--- src/rtl/pilot_pkg.sv ---
// Shared definitions for the pilot scheduler: FSM states, PRBS-9 seed,
// pilot constellation amplitudes and the default length-counter width.
package pilot_pkg;

    // Frame sequencing states
    typedef enum logic [1:0] {
        IDLE  = 2'd0,
        PILOT = 2'd1,
        DATA  = 2'd2
    } state_t;

    // Default width of frame_length and of the data-beat counter
    localparam int unsigned LEN_W = 13;

    // PRBS-9 generator (x^9 + x^5 + 1), restarted at every frame
    localparam int unsigned PRBS_W    = 9;
    localparam logic [8:0]  PRBS_SEED = 9'h1FF;

    // BPSK pilot amplitudes on I; Q is always zero
    localparam logic [15:0] PILOT_AMP_POS = 16'h4000;
    localparam logic [15:0] PILOT_AMP_NEG = 16'hC000;
    localparam logic [15:0] PILOT_Q       = 16'h0000;

    // Map one PRBS bit onto a packed {I, Q} pilot beat
    function automatic logic [31:0] pilot_iq(input logic b);
        logic [31:0] iq;
        if (b) begin
            iq = {PILOT_AMP_NEG, PILOT_Q};
        end else begin
            iq = {PILOT_AMP_POS, PILOT_Q};
        end
        return iq;
    endfunction

    // One shift of the PRBS-9 register: output is bit 8, feedback enters bit 0
    function automatic logic [8:0] prbs9_next(input logic [8:0] s);
        return {s[7:0], s[8] ^ s[4]};
    endfunction

endpackage

--- src/rtl/pilot_prbs.sv ---
// PRBS-9 source for the pilot symbols. Holds its value until told to advance,
// so a stalled pilot beat keeps presenting the same symbol.
module pilot_prbs
    import pilot_pkg::*;
(
    input  logic clk,
    input  logic rst,
    input  logic reseed,
    input  logic advance,
    output logic prbs_bit
);

    logic [PRBS_W-1:0] lfsr_r;

    // LFSR state: seed on reset or frame restart, shift once per accepted pilot
    always_ff @(posedge clk) begin
        if (!rst) begin
            lfsr_r <= PRBS_SEED;
        end else if (reseed) begin
            lfsr_r <= PRBS_SEED;
        end else if (advance) begin
            lfsr_r <= prbs9_next(lfsr_r);
        end else begin
            lfsr_r <= lfsr_r;
        end
    end

    assign prbs_bit = lfsr_r[PRBS_W-1];

endmodule

--- src/rtl/pilot_scheduler.sv ---
// Frames a source IQ stream: each frame is pilot_length PRBS-9 BPSK pilot
// beats followed by frame_length data beats passed straight through from the
// source. Lengths are captured when a frame starts and held until it ends.
module pilot_scheduler #(
    parameter int DATA_W = 32,
    parameter int LEN_W  = pilot_pkg::LEN_W
) (
    input  logic              clk,
    input  logic              rst,
    input  logic              en,
    input  logic [LEN_W-1:0]  frame_length,
    input  logic [7:0]        pilot_length,
    input  logic [DATA_W-1:0] s_tdata,
    input  logic              s_tvalid,
    output logic              s_tready,
    output logic [DATA_W-1:0] m_tdata,
    output logic              m_tvalid,
    input  logic              m_tready,
    output logic              m_tlast,
    output logic              pilot_flag,
    output logic              start_frame,
    output logic              end_frame
);

    localparam logic [LEN_W-1:0] LEN_ZERO = {LEN_W{1'b0}};
    localparam logic [LEN_W-1:0] LEN_ONE  = LEN_W'(1);

    pilot_pkg::state_t state_r;
    logic [7:0]        plen_r;
    logic [LEN_W-1:0]  flen_r;
    logic [7:0]        pilot_cnt_r;
    logic [LEN_W-1:0]  data_cnt_r;

    logic              prbs_bit_s;
    logic              prbs_reseed_s;
    logic              prbs_advance_s;
    logic              xfer_s;
    logic              pilot_last_s;
    logic              data_last_s;
    logic [DATA_W-1:0] pilot_word_s;

    // Sequence position decode shared by the FSM and the output flags
    always_comb begin
        xfer_s       = m_tvalid & m_tready;
        pilot_last_s = (pilot_cnt_r == (plen_r - 8'd1));
        data_last_s  = (data_cnt_r == (flen_r - LEN_ONE));
        pilot_word_s = DATA_W'(pilot_pkg::pilot_iq(prbs_bit_s));
    end

    // PRBS control: restart every time we sit in IDLE, step on each pilot handshake
    always_comb begin
        prbs_reseed_s  = 1'b0;
        prbs_advance_s = 1'b0;
        if (state_r == pilot_pkg::IDLE) begin
            prbs_reseed_s = 1'b1;
        end else if ((state_r == pilot_pkg::PILOT) && xfer_s) begin
            prbs_advance_s = 1'b1;
        end else begin
            prbs_advance_s = 1'b0;
        end
    end

    pilot_prbs u_prbs (
        .clk      (clk),
        .rst      (rst),
        .reseed   (prbs_reseed_s),
        .advance  (prbs_advance_s),
        .prbs_bit (prbs_bit_s)
    );

    // Frame sequencer: latch lengths in IDLE, count pilots then data beats
    always_ff @(posedge clk) begin
        if (!rst) begin
            state_r     <= pilot_pkg::IDLE;
            plen_r      <= 8'd0;
            flen_r      <= LEN_ZERO;
            pilot_cnt_r <= 8'd0;
            data_cnt_r  <= LEN_ZERO;
        end else begin
            case (state_r)
                pilot_pkg::IDLE: begin
                    pilot_cnt_r <= 8'd0;
                    data_cnt_r  <= LEN_ZERO;
                    if (en && (frame_length != LEN_ZERO)) begin
                        plen_r <= pilot_length;
                        flen_r <= frame_length;
                        if (pilot_length == 8'd0) begin
                            state_r <= pilot_pkg::DATA;
                        end else begin
                            state_r <= pilot_pkg::PILOT;
                        end
                    end else begin
                        state_r <= pilot_pkg::IDLE;
                    end
                end
                pilot_pkg::PILOT: begin
                    if (xfer_s) begin
                        if (pilot_last_s) begin
                            pilot_cnt_r <= 8'd0;
                            state_r     <= pilot_pkg::DATA;
                        end else begin
                            pilot_cnt_r <= pilot_cnt_r + 8'd1;
                        end
                    end else begin
                        pilot_cnt_r <= pilot_cnt_r;
                    end
                end
                pilot_pkg::DATA: begin
                    if (xfer_s) begin
                        if (data_last_s) begin
                            data_cnt_r <= LEN_ZERO;
                            state_r    <= pilot_pkg::IDLE;
                        end else begin
                            data_cnt_r <= data_cnt_r + LEN_ONE;
                        end
                    end else begin
                        data_cnt_r <= data_cnt_r;
                    end
                end
                default: begin
                    state_r     <= pilot_pkg::IDLE;
                    pilot_cnt_r <= 8'd0;
                    data_cnt_r  <= LEN_ZERO;
                end
            endcase
        end
    end

    // Stream outputs: pilots come from the PRBS, data passes through with no latency
    always_comb begin
        m_tdata     = {DATA_W{1'b0}};
        m_tvalid    = 1'b0;
        s_tready    = 1'b0;
        pilot_flag  = 1'b0;
        start_frame = 1'b0;
        end_frame   = 1'b0;
        case (state_r)
            pilot_pkg::PILOT: begin
                m_tdata    = pilot_word_s;
                m_tvalid   = 1'b1;
                pilot_flag = 1'b1;
                if (pilot_cnt_r == 8'd0) begin
                    start_frame = 1'b1;
                end else begin
                    start_frame = 1'b0;
                end
            end
            pilot_pkg::DATA: begin
                m_tdata   = s_tdata;
                m_tvalid  = s_tvalid;
                s_tready  = m_tready;
                end_frame = data_last_s;
                if ((plen_r == 8'd0) && (data_cnt_r == LEN_ZERO)) begin
                    start_frame = 1'b1;
                end else begin
                    start_frame = 1'b0;
                end
            end
            default: begin
                m_tdata = {DATA_W{1'b0}};
            end
        endcase
        m_tlast = end_frame;
    end

endmodule

--- config.mk ---
export PLATFORM = sky130hd
export DESIGN_NAME = pilot_scheduler
export DESIGN_NICKNAME = d
export VERILOG_FILES = /design/src/rtl/pilot_pkg.sv /design/src/rtl/pilot_prbs.sv /design/src/rtl/pilot_scheduler.sv
export SDC_FILE = /design/constraint.sdc
export NUM_CORES = 1
export LEC_CHECK = 0
export ABC_AREA = 1
export BUFFER_PORTS_ARGS = -buffer_cell sky130_fd_sc_hd__buf_2
export CORE_AREA = 2 2 98 100
export CTS_CLUSTER_DIAMETER = 150
export DETAILED_ROUTE_END_ITERATION = 6
export DIE_AREA = 0 0 100 102
export GPL_ROUTABILITY_DRIVEN = 0
export PLACE_DENSITY = 0.59
export SETUP_SLACK_MARGIN = 0.15
export SYNTH_ARGS = -nofsm -noshare
export SYNTH_HDL_FRONTEND = slang
export SYNTH_HIERARCHICAL = 1
export SYNTH_SLANG_ARGS = --single-unit
--- constraint.sdc ---
create_clock -name clk -period 2.7 [get_ports clk]
set_clock_uncertainty 0.1 [all_clocks]
set_input_delay 0.405 -clock clk [delete_from_list [all_inputs] [get_ports clk]]
set_output_delay 0.405 -clock clk [all_outputs]
set_load 0.01 [all_outputs]
==> results of run 1 <==
[timing repair]
| action | CTS | global route |
|---|---|---|
| buffers inserted | 1 | 1 |
| hold buffers | 0 | 0 |
| gates resized for setup | 7 | 2 |
| endpoints found under the setup margin | 2 | 3 |
| pin swaps | 3 | 1 |
[state kept, by name, indices dropped and copies added (netlist names)]
name and flops:
state_r 2, data_cnt_r 13, plen_r 8, flen_r 13, u_prbs/lfsr_r 9, pilot_cnt_r 8
[cell usage after synthesis]
| cell type | n | area [sq um] |
|---|---|---|
| sky130_fd_sc_hd__o211ai_1 | 3 | 22.5 |
| sky130_fd_sc_hd__inv_2 | 4 | 15.0 |
| sky130_fd_sc_hd__nand3b_1 | 1 | 7.51 |
| sky130_fd_sc_hd__nor3b_2 | 1 | 12.5 |
| sky130_fd_sc_hd__buf_4 | 2 | 15.0 |
| sky130_fd_sc_hd__dfxtp_1 | 53 | 1060 |
| sky130_fd_sc_hd__nand2_1 | 152 | 571 |
| sky130_fd_sc_hd__nor2_4 | 2 | 22.5 |
| sky130_fd_sc_hd__nor2_2 | 16 | 100 |
| sky130_fd_sc_hd__a31oi_1 | 1 | 6.26 |
| sky130_fd_sc_hd__nand3_1 | 36 | 180 |
| sky130_fd_sc_hd__and3_2 | 1 | 7.51 |
| sky130_fd_sc_hd__nand2_2 | 11 | 68.8 |
| sky130_fd_sc_hd__or2_1 | 1 | 6.26 |
| sky130_fd_sc_hd__ha_1 | 9 | 113 |
| sky130_fd_sc_hd__xor2_1 | 20 | 175 |
| sky130_fd_sc_hd__xnor2_1 | 3 | 26.3 |
| sky130_fd_sc_hd__nor3b_1 | 4 | 30.0 |
| sky130_fd_sc_hd__nand4_1 | 11 | 68.8 |
| sky130_fd_sc_hd__nand3_2 | 2 | 20.0 |
| sky130_fd_sc_hd__nand4_2 | 2 | 25.0 |
| sky130_fd_sc_hd__nand2b_1 | 1 | 6.26 |
| sky130_fd_sc_hd__buf_6 | 4 | 45.0 |
| sky130_fd_sc_hd__buf_2 | 1 | 5.00 |
| sky130_fd_sc_hd__a21oi_1 | 27 | 135 |
| sky130_fd_sc_hd__o21ai_0 | 28 | 140 |
| sky130_fd_sc_hd__o21ai_1 | 5 | 25.0 |
| sky130_fd_sc_hd__clkbuf_1 | 8 | 30.0 |
| sky130_fd_sc_hd__inv_1 | 95 | 357 |
| sky130_fd_sc_hd__nor3_1 | 4 | 20.0 |
| sky130_fd_sc_hd__a211oi_1 | 1 | 7.51 |
| sky130_fd_sc_hd__a21oi_2 | 1 | 8.76 |
| sky130_fd_sc_hd__nor4_1 | 6 | 37.5 |
| sky130_fd_sc_hd__nor2_1 | 59 | 221 |
[cell type report]
class,instances,share of cell area
clock inverter,2,0.00352
inverter,99,0.0876
timing repair buffer,101,0.122
multi-input combinational,408,0.488
sequential,53,0.249
clock buffer,6,0.0170
tap,111,0.0325
[metrics by stage]
step                area [sq um]  power, mW  setup slack (ns)  hold WS [ns]
finish                      4270       3.53             0.223         0.271
global placement            4140       3.02             0.430         0.356
CTS                         4260       3.55             0.160         0.259
detailed placement          4140       3.05             0.363         0.364
global route                4270       3.90            0.0222         0.284
floorplan                   3590       2.57             0.376         0.340
[report_power, final]
part	switching, mW	internal, mW	total, mW	leakage, nW
clock	0.271	0.184	0.455	0.0374
sequential	0.125	0.901	1.03	0.434
combinational	1.35	0.703	2.05	1.89
total	1.74	1.79	3.53	2.36
[per-layer routing]
| layer | up-vias | GRT usage | routed length (microns) |
|---|---|---|---|
| met3 | 7 | 0.0335 | 596 |
| li1 | 1968 | - | - |
| met5 | - | 0 | 0 |
| met4 | 0 | 0.0358 | 69 |
| met2 | 109 | 0.322 | 4330 |
| met1 | 1656 | 0.257 | 4470 |
[worst paths after layout]
path / start / endpoint / slack [ns] / cells past startpoint
max: flen_r[0]$_SDFFE_PN0P_ / m_tlast / 0.22 / 10
min: pilot_length[5] / plen_r[5]$_SDFFE_PN0P_ / 0.27 / 3
max reg2reg: state_r[1]$_SDFFE_PN0P_ / data_cnt_r[12]$_SDFFE_PN0P_ / 0.47 / 12
min reg2reg: u_prbs/lfsr_r[1]$_SDFFE_PP1P_ / u_prbs/lfsr_r[1]$_SDFFE_PP1P_ / 0.39 / 2
[worst max-delay path, delay by kind of cell, from the launching register on]
| family | cells | cell delay [ns] |
|---|---|---|
| XOR/XNOR | 1 | 0.13 |
| buffers and inverters | 2 | 0.21 |
| adder cells (fa/ha/maj) | 1 | 0.26 |
| AND/OR/NAND/NOR | 4 | 0.42 |
| AO/OA/AOI/OAI | 2 | 0.28 |
| flip-flops | 1 | 0.37 |
[cells by family (layout without fill, tap and decap cells)]
logic type	Yosys count	count (layout)	share of synthesized area
xor gates and xnor gates	23	23	0.0561
buffers and inverters	114	208	0.130
and+or+nand+nor	310	310	0.391
adders and majority gates	9	9	0.0313
AOI/OAI and AO/OA	66	66	0.0961
DFF	53	53	0.295
==> results.txt, run 1 <==
----------------------------------------------------
[Status]
  Status ... completed

[Min path]
  Worst hold-check path type ... in -> reg

[Cells and area]
  Sequential Area ... 1060 sq um
  Footprint of the multi-input gates ... 2080 sq um
  Final cell count without fillers ... 780
  Final net count ... 735
  Filler cell count in the final layout ... 977
  Commonest cells after routing, fill and taps aside ... sky130_fd_sc_hd__nand2_1, sky130_fd_sc_hd__buf_2, sky130_fd_sc_hd__inv_1
  Share of the core filled with cells ... 0.469
  Layout cell share with drive strength beyond 1 ... 0.232
  Area Overhead vs Synth ... 18.8%
  Commonest non-fill, non-tap cell in the layout ... sky130_fd_sc_hd__nand2_1
  Number of diodes added for antenna fixing ... 0

[Timing]
  Fin Setup TNS ... 0 ns
  Transition at the pin with the smallest max-transition slack ... 0.434 ns
  Fin. Hold Viols ... 0
  Final Max Slew Viols ... 0
  Fmax achieved ... 404 MHz
  Final cycle utilization of the critical path ... 0.917
  RSZ-0062 raised after global routing ... true
  Post-layout minimum cycle time ... 2.48 ns
  Number of setup violations in the final report ... 0
  Slew headroom ... 0.711

[Clocking]
  CTS sink cnt ... 53
  Bufs on Longest Clock Path ... 2
  Root cell of the clock tree ... sky130_fd_sc_hd__clkbuf_8
  H-tree levels ... 2
  Clock network latency to the later pin of the worst-skew pair ... 0.31 ns
  Number of buffers created by CTS ... 5
  Clock tree from TritonCTS ... built
  Register clock-pin slew on the reported worst setup and hold paths ... 0.10 ns

[Setup path]
  Worst endpoint required time ... 2.19 ns
  Worst Path Arrival ... 1.97 ns
  Critical Path Start Type ... flip-flop
  Type of the worst setup path ... reg -> out
  Slowest cell on crit path ... sky130_fd_sc_hd__dfxtp_2
  Worst-path maximum fanout ... 3
  CP endpoint kind ... output port
  Cell breakdown of the critical path ... inv_4 > ha_4 > xor2_1 > nand2_1 > a31oi_1 > o211ai_1 > nor2_1 > nand4_1 > nor3_2 > buf_2
  Delay of the slowest cell on the worst path ... 0.37 ns

[Yosys]
  Average footprint of a synthesized cell ... 6.25 sq um
  Seq/Total Area, Yosys ... 0.295
  Synthesized net count ... 642
  Flop and latch count out of synthesis ... 53
  Syn Inst Count ... 575
  Area of the mapped netlist ... 3590 sq um
  Yosys cell types ... 34
  Count of yosys warnings during synthesis ... 6

[Route]
  WL/cell ... 12.1 microns
  Routed vias/inst ... 4.79
  First-pass detailed-route iteration total ... 4
  DRC violation count after routing ... 0
  Vias ... 3740
  Detailed router's first-iteration violation count ... 152
  DRT antenna net count ... 0
  Total routed wirelength ... 9.46 mm

[Global route]
  Global-route congestion overflow total ... 0
  Via count of the first global-routing pass ... 3426
  Global-route wire length before repair ... 15.7 mm
  Pin count of the biggest net entering global routing ... 35
  Antenna violations before repair ... 0
  Global router's overall resource usage ... 0.190

[Die]
  I/O pin cnt ... 96
  Effective utilization at floorplan ... 0.394
  Die Height ... 102 microns
  Die Outline Area ... 10200 sq um
  Area of the core ... 9110 sq um
  Die width ... 100 microns
  FP Rows ... 35

[Power and ir drop]
  Leakage dissipation ... 2.36 nW
  Power density of the placed cells ... 827 nW/um^2
  VDD IR-drop max ... 528 uV

[Place]
  Number of cells after detailed placement ... 770
  DP Wirelength ... 7.72 mm
  Buffers added on ports ... 95

[Run]
  Max_cap viols ... 0

----------------------------------------------------
Note: power is estimated with default switching activity, not from simulation.
==> run 2, diff against run 1 <==
- REMOVE_ABC_BUFFERS: unset -> 1
- SETUP_SLACK_MARGIN: 0.15 -> 0.3
- SKIP_CTS_REPAIR_TIMING: unset -> 1
==> results.txt, run 2 (synthesis gave the netlist of run 1 again) <==
----------------------------------------------------
[Status]
  Status ... completed (unchanged)

[Global route]
  Global-route congestion overflow total ... 0 (unchanged)
  GR peak layer ... met2 (unchanged)
  Via count of the first global-routing pass ... 3591 (was 3426)
  Global routing met2 resource utilization ... 0.362 (was 0.322)
  Pin count of the biggest net entering global routing ... 35 (unchanged)
  Global router's overall resource usage ... 0.186 (was 0.190)
  Global-route wire length before repair ... 15.5 mm (was 15.7 mm)
  Met3 layer usage reported by global route ... 0.0239 (was 0.0335)
  Antenna violations before repair ... 0 (unchanged)
  Global-route track usage on met1 ... 0.211 (was 0.257)

[Clocking]
  Root cell of the clock tree ... sky130_fd_sc_hd__clkbuf_8 (unchanged)
  Clock network latency to the later pin of the worst-skew pair ... 0.32 ns (was 0.31 ns)
  Bufs on Longest Clock Path ... 2 (unchanged)
  CTS sink cnt ... 53 (unchanged)
  Number of buffers created by CTS ... 5 (unchanged)
  Clock tree from TritonCTS ... built (unchanged)
  H-tree levels ... 2 (unchanged)
  Register clock-pin slew on the reported worst setup and hold paths ... 0.10 ns (about the same)

[Place]
  DP Wirelength ... 7.28 mm (was 7.72 mm)
  Buffers added on ports ... 95 (unchanged)

[Setup path]
  Critical Path Start Type ... flip-flop (unchanged)
  Worst R2R Path Depth ... 15 (was 12)
  Worst Path Arrival ... 2.07 ns (was 1.97 ns)
  Worst endpoint required time ... 2.19 ns (about the same)
  Crit Reg-Reg Startpoint ... flen_r[0]$_SDFFE_PN0P_ (was state_r[1]$_SDFFE_PN0P_)
  Count of buffering cells on the critical path with inverters included ... 2 (unchanged)
  Slowest cell on crit path ... sky130_fd_sc_hd__dfxtp_2 (unchanged)
  Start point of the critical path ... flen_r[0]$_SDFFE_PN0P_ (unchanged)
  Type of the worst setup path ... reg -> out (unchanged)
  Worst path top cell family by delay ... simple AND/OR/NAND/NOR gates (unchanged)
  Delay of the slowest cell on the worst path ... 0.37 ns (about the same)
  CP endpoint kind ... output port (unchanged)
  Critical path depth in cells ... 10 (unchanged)
  Cell breakdown of the critical path ... inv_4 > ha_4 > xor2_1 > nand2_1 > a31oi_1 > o211ai_1 > nor2_1 > nand4_1 > nor3_2 > buf_2 (unchanged)
  Worst-path maximum fanout ... 4 (was 3)

[Timing]
  Final cycle utilization of the critical path ... 0.954 (was 0.917)
  Tightest hold margin ... 0.247 ns (was 0.271 ns)
  Fmax achieved ... 388 MHz (was 404 MHz)
  Post-layout minimum cycle time ... 2.57 ns (was 2.48 ns)
  Fin Setup TNS ... 0 ns (unchanged)
  Fin. Hold Viols ... 0 (unchanged)
  Final Max Slew Viols ... 0 (unchanged)
  RSZ-0062 raised after global routing ... true (unchanged)
  Transition at the pin with the smallest max-transition slack ... 0.437 ns (was 0.434 ns)
  Slew headroom ... 0.706 (was 0.711)
  Number of setup violations in the final report ... 0 (unchanged)

[Power and ir drop]
  Power density of the placed cells ... 855 nW/um^2 (was 827 nW/um^2)
  Proportion of power drawn by the clock network ... 0.156 (was 0.129)
  Reported net switching power ... 1.77 mW (was 1.74 mW)
  Relative contribution of sequential cells to total power ... 0.279 (was 0.290)
  Share of power burned in combinational logic ... 0.565 (was 0.581)
  Leakage dissipation ... 2.38 nW (was 2.36 nW)
  Internal power consumption ... 1.91 mW (was 1.79 mW)
  VDD IR-drop max ... 320 uV (was 528 uV)
  Net switching fraction of the power ... 0.482 (was 0.494)

[Run]
  Max_cap viols ... 0 (unchanged)

[Route]
  Vias ... 3750 (was 3740)
  DRT antenna net count ... 0 (unchanged)
  WL/cell ... 11.7 microns (was 12.1 microns)
  Routed vias/inst ... 4.81 (was 4.79)
  DRC violation count after routing ... 0 (unchanged)
  Detailed router's first-iteration violation count ... 129 (was 152)
  Total routed wirelength ... 9.09 mm (was 9.46 mm)
  First-pass detailed-route iteration total ... 4 (unchanged)

[Die]
  Area of the core ... 9110 sq um (unchanged)
  Effective utilization at floorplan ... 0.394 (unchanged)
  FP Rows ... 35 (unchanged)
  Die width ... 100 microns (unchanged)
  Die Outline Area ... 10200 sq um (unchanged)
  I/O pin cnt ... 96 (unchanged)
  Die Height ... 102 microns (unchanged)

[Cells and area]
  Final net count ... 734 (was 735)
  Commonest non-fill, non-tap cell in the layout ... sky130_fd_sc_hd__nand2_1 (unchanged)
  Area Overhead vs Synth ... 19.9% (was 18.8%)
  Number of diodes added for antenna fixing ... 0 (unchanged)
  Layout cell share with drive strength beyond 1 ... 0.232 (about the same)
  Commonest cells after routing, fill and taps aside ... sky130_fd_sc_hd__nand2_1, sky130_fd_sc_hd__buf_2, sky130_fd_sc_hd__inv_1 (unchanged)
  Largest registers ... data_cnt_r x13, flen_r x13, u_prbs/lfsr_r x9 (unchanged)

[Min path]
  Start point of the worst hold path ... frame_length[8] (was pilot_length[5])
  Worst hold-check path type ... in -> reg (unchanged)
  Min-Delay Path Depth ... 3 (unchanged)

----------------------------------------------------
-- run 2: cell type report --
cell class / instances / area, sq um
clock buffers: 5 / 68.8
clock inverters: 3 / 48.8
fillers: 979 / 4800
inverters: 99 / 374
multi-input cells: 408 / 2080
flip-flops and latches: 53 / 1060
well taps: 111 / 139
repair buffers: 100 / 529
-- run 2: power groups by stage --
| stage | registers [mW] | logic (mW) | clock network [mW] |
|---|---|---|---|
| global route | 1.04 | 2.39 | 0.621 |
| finish | 1.03 | 2.08 | 0.574 |
| global placement | 1.04 | 2.02 | 0 |
| CTS | 1.02 | 2.05 | 0.588 |
| floorplan | 1.00 | 1.48 | 0 |
| detailed placement | 1.04 | 2.04 | 0 |
-- run 2: worst paths after layout --
| path | endpoint | slack (ns) |
|---|---|---|
| worst min register to register | u_prbs/lfsr_r[1]$_SDFFE_PP1P_ | 0.38 |
| worst max register to register | data_cnt_r[0]$_SDFFE_PN0P_ | 0.48 |
| worst max-delay path | end_frame | 0.13 |
| worst min-delay path | flen_r[8]$_SDFFE_PN0P_ | 0.25 |
-- run 2: metrics by stage --
stage,util,instance area (sq um),power (mW),worst slack (ns),std cells
global route,0.473,4310,4.05,-0.0535,779
floorplan,-,3500,2.48,-0.209,560
detailed placement,0.455,4150,3.08,0.304,769
CTS,0.468,4260,3.66,-0.0582,777
finish,0.473,4310,3.68,0.125,779
global placement,0.455,4150,3.06,0.446,769
-- run 2: per-layer routing --
layer  wire length, microns  vias up  part of all wire
li1                       -     1969                 -
met4                    150        0             0.016
met2                   4700      103              0.52
met3                    413       12             0.045
met5                      0        -                 0
met1                   3830     1666              0.42
-- run 2: worst reg2reg max path, delay by kind of cell, from the launching register on --
kind	cells	cell delay [ns]
xor gates and xnor gates	1	0.13
buffers and inverters	2	0.18
AOI/OAI and AO/OA	1	0.07
adders and majority gates	1	0.25
DFF	1	0.37
and+or+nand+nor	10	1.00
==> run 3, diff against run 2 <==
- CORE_AREA: 2 2 98 100 -> 2 2 97 99
- DIE_AREA: 0 0 100 102 -> 0 0 99 101
- SYNTH_HIERARCHICAL: 1 -> unset
==> results.txt, run 3 <==
----------------------------------------------------
[Min path]
  Hold Crit Endpoint ... plen_r[5]$_SDFFE_PN0P_ (was flen_r[8]$_SDFFE_PN0P_)
  Worst hold-check path type ... in -> reg (unchanged)
  Min-Delay Path Depth ... 3 (unchanged)
  Start point of the worst hold path ... pilot_length[5] (was frame_length[8])

[Yosys]
  Average footprint of a synthesized cell ... 6.20 sq um (was 6.25 sq um)
  Top_reg_cell synth ... sky130_fd_sc_hd__dfxtp_1 (unchanged)
  Yosys cell types ... 34 (unchanged)
  Flop and latch count out of synthesis ... 53 (unchanged)
  Syn Inst Count ... 568 (was 575)
  Area of the mapped netlist ... 3520 sq um (was 3590 sq um)
  Most numerous cell types in the synthesized netlist ... sky130_fd_sc_hd__nand2_1, sky130_fd_sc_hd__inv_1, sky130_fd_sc_hd__nor2_1 (unchanged)
  Largest area contributor in the netlist ... sky130_fd_sc_hd__dfxtp_1 (unchanged)
  Share of the synthesized area in the top cell type ... 0.301 (was 0.295)
  Seq/Total Area, Yosys ... 0.301 (was 0.295)
  Synth top area cells ... sky130_fd_sc_hd__dfxtp_1, sky130_fd_sc_hd__nand2_1, sky130_fd_sc_hd__inv_1 (unchanged)
  Number of synthesized flops with an enable pin ... 0 (unchanged)
  Most used standard cell by instance count after synthesis ... sky130_fd_sc_hd__nand2_1 (unchanged)
  Async S/R FF share, synth ... 0 (unchanged)
  Count of yosys warnings during synthesis ... 0 (was 6)

[Timing]
  Post-layout minimum cycle time ... 2.44 ns (was 2.57 ns)
  Tightest hold margin ... 0.250 ns (was 0.247 ns)
  Fmax achieved ... 409 MHz (was 388 MHz)
  Number of setup violations in the final report ... 0 (unchanged)
  Final cycle utilization of the critical path ... 0.905 (was 0.954)
  Final worst-path setup slack ... 0.258 ns (was 0.125 ns)
  Transition at the pin with the smallest max-transition slack ... 0.545 ns (was 0.437 ns)
  Fin. Hold Viols ... 0 (unchanged)
  Final Max Slew Viols ... 0 (unchanged)
  RSZ-0062 raised after global routing ... true (unchanged)
  Slew headroom ... 0.635 (was 0.706)

[Route]
  Routed vias/inst ... 4.70 (was 4.81)
  Total routed wirelength ... 9.33 mm (was 9.09 mm)
  DRT antenna net count ... 0 (unchanged)
  WL/cell ... 12.1 microns (was 11.7 microns)
  DRC violation count after routing ... 0 (unchanged)
  Vias ... 3630 (was 3750)
  First-pass detailed-route iteration total ... 4 (unchanged)
  Detailed router's first-iteration violation count ... 108 (was 129)

[Place]
  DP Wirelength ... 7.27 mm (was 7.28 mm)
  Placement-stage worst setup slack ... 0.337 ns (was 0.304 ns)
  Buffers added on ports ... 95 (unchanged)

[Setup path]
  Worst Path Arrival ... 1.94 ns (was 2.07 ns)
  Crit Reg-Reg Startpoint ... state_r[1]$_SDFFE_PN0P_ (was flen_r[0]$_SDFFE_PN0P_)
  Reg2Reg Setup Slack ... 0.45 ns (was 0.48 ns)
  FF-to-FF End ... data_cnt_r[11]$_SDFFE_PN0P_ (was data_cnt_r[0]$_SDFFE_PN0P_)
  Most Frequent Cell on Critical Path ... sky130_fd_sc_hd__nand4_1
  Count of buffering cells on the critical path with inverters included ... 4 (was 2)
  Cell breakdown of the critical path ... inv_2 > ha_4 > buf_4 > inv_1 > o22ai_1 > a21oi_1 > nand4_1 > nor2_1 > nand4_1 > nor2_2 > buf_2 (was inv_4 > ha_4 > xor2_1 > nand2_1 > a31oi_1 > o211ai_1 > nor2_1 > nand4_1 > nor3_2 > buf_2)
  CP endpoint kind ... output port (unchanged)
  Worst path top cell family by delay ... simple AND/OR/NAND/NOR gates (unchanged)
  Critical Path Start Type ... flip-flop (unchanged)
  Worst-path maximum fanout ... 3 (was 4)
  Critical path depth in cells ... 11 (was 10)
  Worst endpoint required time ... 2.19 ns (about the same)
  Slowest cell on crit path ... sky130_fd_sc_hd__dfxtp_2 (unchanged)
  Type of the worst setup path ... reg -> out (unchanged)
  Worst R2R Path Depth ... 11 (was 15)
  Delay of the slowest cell on the worst path ... 0.37 ns (about the same)

[Cells and area]
  Commonest cells after routing, fill and taps aside ... sky130_fd_sc_hd__nand2_1, sky130_fd_sc_hd__inv_1, sky130_fd_sc_hd__buf_2 (was sky130_fd_sc_hd__nand2_1, sky130_fd_sc_hd__buf_2, sky130_fd_sc_hd__inv_1)
  Layout cell share with drive strength beyond 1 ... 0.224 (was 0.232)
  Final net count ... 728 (was 734)
  Largest registers ... data_cnt_r x13, flen_r x13, u_prbs.lfsr_r x9 (was data_cnt_r x13, flen_r x13, u_prbs/lfsr_r x9)
  Number of diodes added for antenna fixing ... 0 (unchanged)
  Filler cell count in the final layout ... 964 (was 979)
  Area Overhead vs Synth ... 21.7% (was 19.9%)
  Commonest non-fill, non-tap cell in the layout ... sky130_fd_sc_hd__nand2_1 (unchanged)

[Global route]
  Via count of the first global-routing pass ... 3270 (was 3591)
  Antenna violations before repair ... 0 (unchanged)
  Pin count of the biggest net entering global routing ... 38 (was 35)
  Global-route congestion overflow total ... 0 (unchanged)
  Global router's overall resource usage ... 0.183 (was 0.186)
  Global-route wire length before repair ... 14.9 mm (was 15.5 mm)

[Die]
  Die Outline Area ... 10000 sq um (was 10200 sq um)
  Effective utilization at floorplan ... 0.392 (was 0.394)
  Die Height ... 101 microns (was 102 microns)
  Die width ... 99 microns (was 100 microns)
  Area of the core ... 8980 sq um (was 9110 sq um)
  I/O pin cnt ... 96 (unchanged)
  FP Rows ... 35 (unchanged)

[Run]
  Max_cap viols ... 0 (unchanged)

[Status]
  Status ... completed (unchanged)

[Clocking]
  CTS sink cnt ... 53 (unchanged)
  Clock network latency to the later pin of the worst-skew pair ... 0.32 ns (about the same)
  Number of buffers created by CTS ... 5 (unchanged)
  Register clock-pin slew on the reported worst setup and hold paths ... 0.10 ns (about the same)
  Clock tree from TritonCTS ... built (unchanged)
  Bufs on Longest Clock Path ... 2 (unchanged)
  H-tree levels ... 2 (unchanged)
  Root cell of the clock tree ... sky130_fd_sc_hd__clkbuf_8 (unchanged)

[Power and ir drop]
  Power density of the placed cells ... 846 nW/um^2 (was 855 nW/um^2)
  VDD IR-drop max ... 406 uV (was 320 uV)
  Final total power ... 3.62 mW (was 3.68 mW)
  Leakage dissipation ... 2.33 nW (was 2.38 nW)

----------------------------------------------------
[run 3: changes by cell type after synthesis, sizes merged, moves of 2 or more]
cell / delta
buf: -2
nor3: +9
xnor2: +3
nand3: -10
nor3b: -5
o211ai: +5
nand2: -10
o21ai: -6
inv: +4
xor2: +3
[run 3: where the power goes]
part | switching [mW] | leakage [nW] | internal [mW]
logic | 1.35 | 1.84 | 0.757
registers | 0.125 | 0.434 | 0.904
clock network | 0.281 | 0.0512 | 0.209
total | 1.75 | 2.33 | 1.87
[run 3: cell type report]
class / instances / area [sq um] / area share
multi-input cells: 398 / 2080 / 0.486
flip-flops and latches: 53 / 1070 / 0.249
repair buffers: 100 / 513 / 0.120
inverters: 103 / 389 / 0.0908
well taps: 111 / 139 / 0.0324
clock buffers: 6 / 82.6 / 0.0193
clock inverters: 2 / 13.8 / 0.00321
[run 3: tightest hold or removal path: cells and delay by family]
kind            cells  cell delay, ns
buf+inv             1            0.08
simple gates        1            0.08
compound gates      1            0.07
[run 3: metal layers]
layer	up-vias	GRT usage	share of wire
met5	-	0	0
met4	0	0.0664	0.015
met3	9	0.0257	0.028
met2	49	0.307	0.48
met1	1618	0.242	0.47
li1	1954	-	-
[run 3: how the worst max path moves through the flow]
stage	start	to	slack (ns)
global placement	flen_r[0]$_SDFFE_PN0P_	m_tlast	0.40
CTS	flen_r[0]$_SDFFE_PN0P_	end_frame	-0.02
global route	flen_r[1]$_SDFFE_PN0P_	end_frame	0.07
finish	flen_r[1]$_SDFFE_PN0P_	end_frame	0.26
detailed placement	flen_r[0]$_SDFFE_PN0P_	end_frame	0.34
floorplan	state_r[0]$_SDFFE_PN0P_	data_cnt_r[11]$_SDFFE_PN0P_	0.05
[run 3: cells by family after synthesis]
logic type | count (synthesis) | share of synthesized area
buffers and inverters | 117 | 0.130
AOI/OAI and AO/OA | 65 | 0.102
adders and majority gates | 9 | 0.0320
and+or+nand+nor | 295 | 0.362
DFF | 53 | 0.301
xor gates and xnor gates | 29 | 0.0722
[run 3: per-stage QoR]
stage	std cells	util	instance area, sq um	TNS, ns
after CTS	771	0.466	4180	-0.0305
final	773	0.477	4280	0
after detailed placement	763	0.455	4080	0
after floorplan	554	-	3450	0
after global routing	773	0.477	4280	0
after global placement	763	0.455	4080	0
